--- config.mk ---
export PLATFORM = sky130hd
export DESIGN_NAME = debouncer_multi
export DESIGN_NICKNAME = d
export VERILOG_FILES = /design/src/rtl/debouncer_multi.sv
export SDC_FILE = /design/constraint.sdc
export NUM_CORES = 1
export LEC_CHECK = 0
export CAP_MARGIN = 30
export CORE_MARGIN = 1.5
export CORE_UTILIZATION = 62
export DETAILED_ROUTE_END_ITERATION = 8
export GPL_ROUTABILITY_DRIVEN = 0
export PLACE_DENSITY = 0.87
export SLEW_MARGIN = 10
export SYNTH_ARGS = -nofsm -noshare
export SYNTH_HDL_FRONTEND = slang
export SYNTH_SLANG_ARGS = --single-unit
--- constraint.sdc ---
create_clock -name clock -period 8.3 [get_ports clock]
set_clock_uncertainty 0.05 [all_clocks]
set_input_delay 1.245 -clock clock [delete_from_list [all_inputs] [get_ports clock]]
set_output_delay 1.245 -clock clock [all_outputs]
set_load 0.01 [all_outputs]
--- src/rtl/debouncer_multi.sv ---
// debouncer_multi: N-channel push-button debouncer.
// Per channel: 2-FF synchroniser, saturating-window debounce counter,
// registered level output, one-cycle press/release pulses and an
// optional hold-to-repeat pulse generator. Channels share only the clock
// and reset; there is no arbitration between them.
module debouncer_multi #(
    parameter int CHANNELS     = 4,
    parameter int CNT_WIDTH    = 17,
    parameter int ACTIVE_LOW   = 1,
    parameter int REPEAT_EN    = 1,
    parameter int RPT_WIDTH    = 26,
    parameter int REPEAT_FIRST = 25000000,
    parameter int REPEAT_RATE  = 5000000
) (
    input  logic                clock,
    input  logic                reset,
    input  logic [CHANNELS-1:0] botoes,
    output logic [CHANNELS-1:0] saida,
    output logic [CHANNELS-1:0] pulso_press,
    output logic [CHANNELS-1:0] pulso_solta,
    output logic [CHANNELS-1:0] pulso_repete
);

    // Raw inputs are XORed with this so that 1 always means "pressed".
    localparam logic INV_BIT = (ACTIVE_LOW != 0) ? 1'b1 : 1'b0;

    // Counter value on the edge where the stability window completes.
    localparam logic [CNT_WIDTH-1:0] CNT_LAST = {CNT_WIDTH{1'b1}};
    localparam logic [CNT_WIDTH-1:0] CNT_ONE  = CNT_WIDTH'(1);

    // Repeat counter terminal values: a pulse fires when rc reaches these.
    localparam logic [RPT_WIDTH-1:0] RPT_FIRST_LAST = RPT_WIDTH'(REPEAT_FIRST - 1);
    localparam logic [RPT_WIDTH-1:0] RPT_RATE_LAST  = RPT_WIDTH'(REPEAT_RATE - 1);
    localparam logic [RPT_WIDTH-1:0] RPT_ZERO       = {RPT_WIDTH{1'b0}};
    localparam logic [RPT_WIDTH-1:0] RPT_ONE        = RPT_WIDTH'(1);

    typedef enum logic [1:0] {
        RPT_IDLE  = 2'd0,
        RPT_FIRST = 2'd1,
        RPT_RATE  = 2'd2
    } rpt_state_t;

    genvar i;
    for (i = 0; i < CHANNELS; i++) begin : g_ch
        logic                 s0_r;
        logic                 s1_r;
        logic [CNT_WIDTH-1:0] cnt_r;
        logic                 saida_r;
        logic                 press_r;
        logic                 solta_r;
        logic                 idle_s;
        logic                 window_done_s;
        logic                 rise_s;
        logic                 fall_s;

        // Decode the debounce state: idle when the synchronised input
        // already matches the output, toggle when the window fills up.
        always_comb begin
            idle_s        = (saida_r == s1_r);
            window_done_s = (!idle_s) && (cnt_r == CNT_LAST);
            rise_s        = window_done_s && !saida_r;
            fall_s        = window_done_s && saida_r;
        end

        // Two-flop synchroniser with polarity normalisation on entry.
        always_ff @(posedge clock or posedge reset) begin
            if (reset) begin
                s0_r <= 1'b0;
                s1_r <= 1'b0;
            end else begin
                s0_r <= botoes[i] ^ INV_BIT;
                s1_r <= s0_r;
            end
        end

        // Stability window counter and debounced level; any return of the
        // input to the current level restarts the window from zero.
        always_ff @(posedge clock or posedge reset) begin
            if (reset) begin
                cnt_r   <= {CNT_WIDTH{1'b0}};
                saida_r <= 1'b0;
            end else if (idle_s) begin
                cnt_r   <= {CNT_WIDTH{1'b0}};
                saida_r <= saida_r;
            end else begin
                cnt_r   <= cnt_r + CNT_ONE;
                saida_r <= saida_r ^ window_done_s;
            end
        end

        // Edge pulses, registered on the same edge the level changes so
        // they are high for exactly the cycle following that edge.
        always_ff @(posedge clock or posedge reset) begin
            if (reset) begin
                press_r <= 1'b0;
                solta_r <= 1'b0;
            end else begin
                press_r <= rise_s;
                solta_r <= fall_s;
            end
        end

        assign saida[i]       = saida_r;
        assign pulso_press[i] = press_r;
        assign pulso_solta[i] = solta_r;

        if (REPEAT_EN != 0) begin : g_rpt
            rpt_state_t           state_r;
            rpt_state_t           state_s;
            logic [RPT_WIDTH-1:0] rc_r;
            logic [RPT_WIDTH-1:0] rc_s;
            logic                 rpt_pulse_s;
            logic                 rpt_r;

            // Repeat FSM state and counter registers.
            always_ff @(posedge clock or posedge reset) begin
                if (reset) begin
                    state_r <= RPT_IDLE;
                    rc_r    <= RPT_ZERO;
                    rpt_r   <= 1'b0;
                end else begin
                    state_r <= state_s;
                    rc_r    <= rc_s;
                    rpt_r   <= rpt_pulse_s;
                end
            end

            // Repeat FSM next state; a release overrides everything so no
            // repeat pulse can coincide with or follow the release pulse.
            always_comb begin
                state_s     = state_r;
                rc_s        = rc_r;
                rpt_pulse_s = 1'b0;
                if (fall_s) begin
                    state_s = RPT_IDLE;
                    rc_s    = RPT_ZERO;
                end else begin
                    case (state_r)
                        RPT_IDLE: begin
                            rc_s = RPT_ZERO;
                            if (rise_s) begin
                                state_s = RPT_FIRST;
                            end else begin
                                state_s = RPT_IDLE;
                            end
                        end
                        RPT_FIRST: begin
                            if (rc_r == RPT_FIRST_LAST) begin
                                rpt_pulse_s = 1'b1;
                                rc_s        = RPT_ZERO;
                                state_s     = RPT_RATE;
                            end else begin
                                rc_s = rc_r + RPT_ONE;
                            end
                        end
                        RPT_RATE: begin
                            if (rc_r == RPT_RATE_LAST) begin
                                rpt_pulse_s = 1'b1;
                                rc_s        = RPT_ZERO;
                            end else begin
                                rc_s = rc_r + RPT_ONE;
                            end
                        end
                        default: begin
                            state_s = RPT_IDLE;
                            rc_s    = RPT_ZERO;
                        end
                    endcase
                end
            end

            assign pulso_repete[i] = rpt_r;
        end else begin : g_no_rpt
            assign pulso_repete[i] = 1'b0;
        end
    end

endmodule
==> impl_metrics.env <==
export IMPL_outcome="finished, final reports clean"
export IMPL_netlist_instances=1004
export IMPL_die_w_um=130.6
export IMPL_worstPathArrival_ns=3.32
export IMPL_tns_ns=0
export IMPL_core_sq_um=15890
export IMPL_drtPass1Iterations=5
export IMPL_cts_tree="done"
export IMPL_worstPathCellList="ha_1, nand3_1, nor3_1, nor3b_1, ha_1, nand3b_1, nand3_1, o22a_1, nor2_1"
export IMPL_synth_top_area_cell="dfrtp_1"
export IMPL_min_period_ns=3.037
export IMPL_startpoint="g_ch[1].cnt_r[0]$_DFF_PP0_"
export IMPL_drtIter0Drc=543
export IMPL_drv_slew=0
export IMPL_grt_pass1_vias=7294
export IMPL_fin_ws_ns=5.263
export IMPL_tightest_slew_ns=0.8888
export IMPL_die_area_sq_um=17050
export IMPL_startpoint_type="flop"
export IMPL_synth_area_per_cell_sq_um=10.05
export IMPL_hold_buffers=0
export IMPL_ios=22
export IMPL_wl_per_cell_um=15.28
export IMPL_totalPowerFinal_w=0.001968
export IMPL_reg2reg_from="g_ch[1].cnt_r[0]$_DFF_PP0_"
export IMPL_post_drt_via_cell_ratio=5.796
export IMPL_cp_num_buf_inv=0
export IMPL_path_class="flop to flop"
export IMPL_fin_crit_sh=0.3660
export IMPL_synth_most_common_cell="dfrtp_1"
export IMPL_drive_gt1_frac=0.05181
export IMPL_cts_max_path_buffers=3
export IMPL_combPwrFrac=0.020
export IMPL_ctsHtreeMaxLevel=1
export IMPL_cts_clk_slew_worst_paths_ns=0.06
export IMPL_rsz0062_at_grt="false"
export IMPL_rows=46
export IMPL_pwr_share_seq=0.512
export IMPL_ant_nets=0
export IMPL_gr_total_overflow=0
export IMPL_power_density_nw_per_um2=178.3
export IMPL_fmax_mhz=329.2
export IMPL_via_count=7181
export IMPL_synth_seq_area_share=0.5060
export IMPL_nFillCells=1118
export IMPL_timing_slew_headroom=0.4020
export IMPL_slowest_delay_ns=0.71
export IMPL_routed_wl_um=18930
export IMPL_clkPwrFrac=0.468
export IMPL_synth_top_area_frac=0.5060
export IMPL_cp_max_fo=26
export IMPL_numCtsBuffers=22
export IMPL_ys_ff_latch=204
export IMPL_hold_viol=0
export IMPL_cp_slowest_cell="o22a_1"
export IMPL_die_h_um=130.6
export IMPL_root_buffer="clkbuf_16"
export IMPL_p_int_w=0.001565
export IMPL_synth_edf_count=0
export IMPL_async_flop_share=1.000
export IMPL_nNetsFinal=1046
export IMPL_finalSetupViolCount=0
export IMPL_synthTopCellsByArea="dfrtp_1, xor2_1, nor2_1"
export IMPL_ir_worst_vdd_v=0.0001478
export IMPL_cts_resized=0
export IMPL_antenna_cells=0
export IMPL_path_delay_family="simple AND/OR/NAND/NOR gates"
export IMPL_post_route_drc_count=0
export IMPL_grt_pass1_wl_um=32710
export IMPL_cts_sinks=204
export IMPL_synth_area_sq_um=10090
export IMPL_initial_core_util=0.6351
export IMPL_areaGrowthSynthToFinish_pct=9.401
export IMPL_p_sw_w=0.0004031
export IMPL_grt_max_degree=122
export IMPL_antenna_found_initial=0
export IMPL_whs_ns=0.2994
export IMPL_crit_required_ns=8.58
export IMPL_max_cap_violations=0
export IMPL_hold_start="g_ch[0].s0_r$_DFF_PP0_"
export IMPL_port_buffers=21
export IMPL_yosysWarnings=0
export IMPL_cts_setup_buffers=0
export IMPL_clock_latency_ns=0.50
export IMPL_p_sw_frac=0.2048
export IMPL_leakage_nw=4.570
export IMPL_synthDistinctLibCells=50
export IMPL_dp_slack_ns=5.155
export IMPL_grtUsageTotal=0.2334
export IMPL_yosys_most_used_dff="dfrtp_1"
export IMPL_end_kind="flop"
export IMPL_ys_top_cells_by_count="dfrtp_1, nor2_1, xor2_1"
export IMPL_hpwl_um=11860
export IMPL_synth_fp_nets=1038
export IMPL_hold_path_class="flop to flop"
-- path summary, 6_finish.rpt --
kind,slack (ns),end,cells past startpoint
min in group asynchronous,1.25,g_ch[0].solta_r$_DFF_PP0_,2
setup reg to reg,5.26,g_ch[1].g_rpt.rc_r[3]$_DFF_PP0_,9
hold / removal,0.30,g_ch[0].s1_r$_DFF_PP0_,0
setup / recovery,5.26,g_ch[1].g_rpt.rc_r[3]$_DFF_PP0_,9
max in group asynchronous,5.70,g_ch[1].cnt_r[8]$_DFF_PP0_,4
hold reg to reg,0.30,g_ch[0].s1_r$_DFF_PP0_,0
-- layout by cell type (no fill, tap or decap), drive strengths merged, types with 3 or more instances in the layout --
cell type	count
a21oi	7
and2	3
and3	24
and4	19
buf	6
clkbuf	32
clkdlybuf4s50	21
clkinv	3
dfrtp	204
ha	28
inv	32
mux2i	6
nand2	76
nand3	59
nand3b	4
nand4	58
nor2	186
nor2b	12
nor3	16
nor3b	3
nor4	17
nor4b	5
nor4bb	7
o21ai	9
o31ai	4
or3	7
or4	4
xnor2	53
xor2	97
-- through the flow --
stage,cell area [sq um],cells,utilization
after floorplan,10090,1004,-
after global placement,10320,1203,0.6500
after detailed placement,10350,1204,0.6517
after CTS,11040,1239,0.6948
after global routing,11040,1239,0.6948
final,11040,1239,0.6948
-- cell type report --
class                           count  area, sq um  share of cell area
Multi-Input combinational cell    725         4574              0.4145
Inverter                           32        127.6             0.01156
Clock buffer                       32        669.4             0.06065
Tap cell                          216        270.3             0.02449
Sequential cell                   204         5105              0.4625
Timing Repair Buffer               27        275.3             0.02494
Clock inverter                      3        15.01            0.001360
-- power by group through the flow --
stage / clock network [W] / registers, W / logic [W]
6_report: 0.000921 / 0.00101 / 0.0000391
5_1_grt: 0.000981 / 0.00101 / 0.0000460
4_1_cts: 0.000942 / 0.00101 / 0.0000406
3_5_place_dp: 0 / 0.00103 / 0.0000403
3_3_place_gp: 0 / 0.00102 / 0.0000374
2_1_floorplan: 0 / 0.00102 / 0.0000261
-- cell families after synthesis --
logic type	share of synthesized area
AO/OA/AOI/OAI	0.02146
XOR/XNOR	0.1302
buffers and inverters	0.04055
flip-flops	0.5060
AND/OR/NAND/NOR	0.2600
multiplexers	0.007069
adder cells (fa/ha/maj)	0.03473
-- registers in the layout (all words and copies together), names as in the netlist, named ones only --
name                count
g_ch.press_r            4
g_ch.g_rpt.rpt_r        4
g_ch.cnt_r             68
g_ch.solta_r            4
g_ch.s1_r               4
g_ch.g_rpt.rc_r       104
g_ch.s0_r               4
g_ch.g_rpt.state_r      8
-- layer usage --
layer | global-route usage | vias up | part of all wire
li1 | - | 3413 | -
met1 | 0.2948 | 3566 | 0.43
met2 | 0.4099 | 157 | 0.51
met3 | 0.03461 | 45 | 0.034
met4 | 0.08662 | 0 | 0.023
met5 | 0 | - | 0
(Power assumes the default switching activity.)
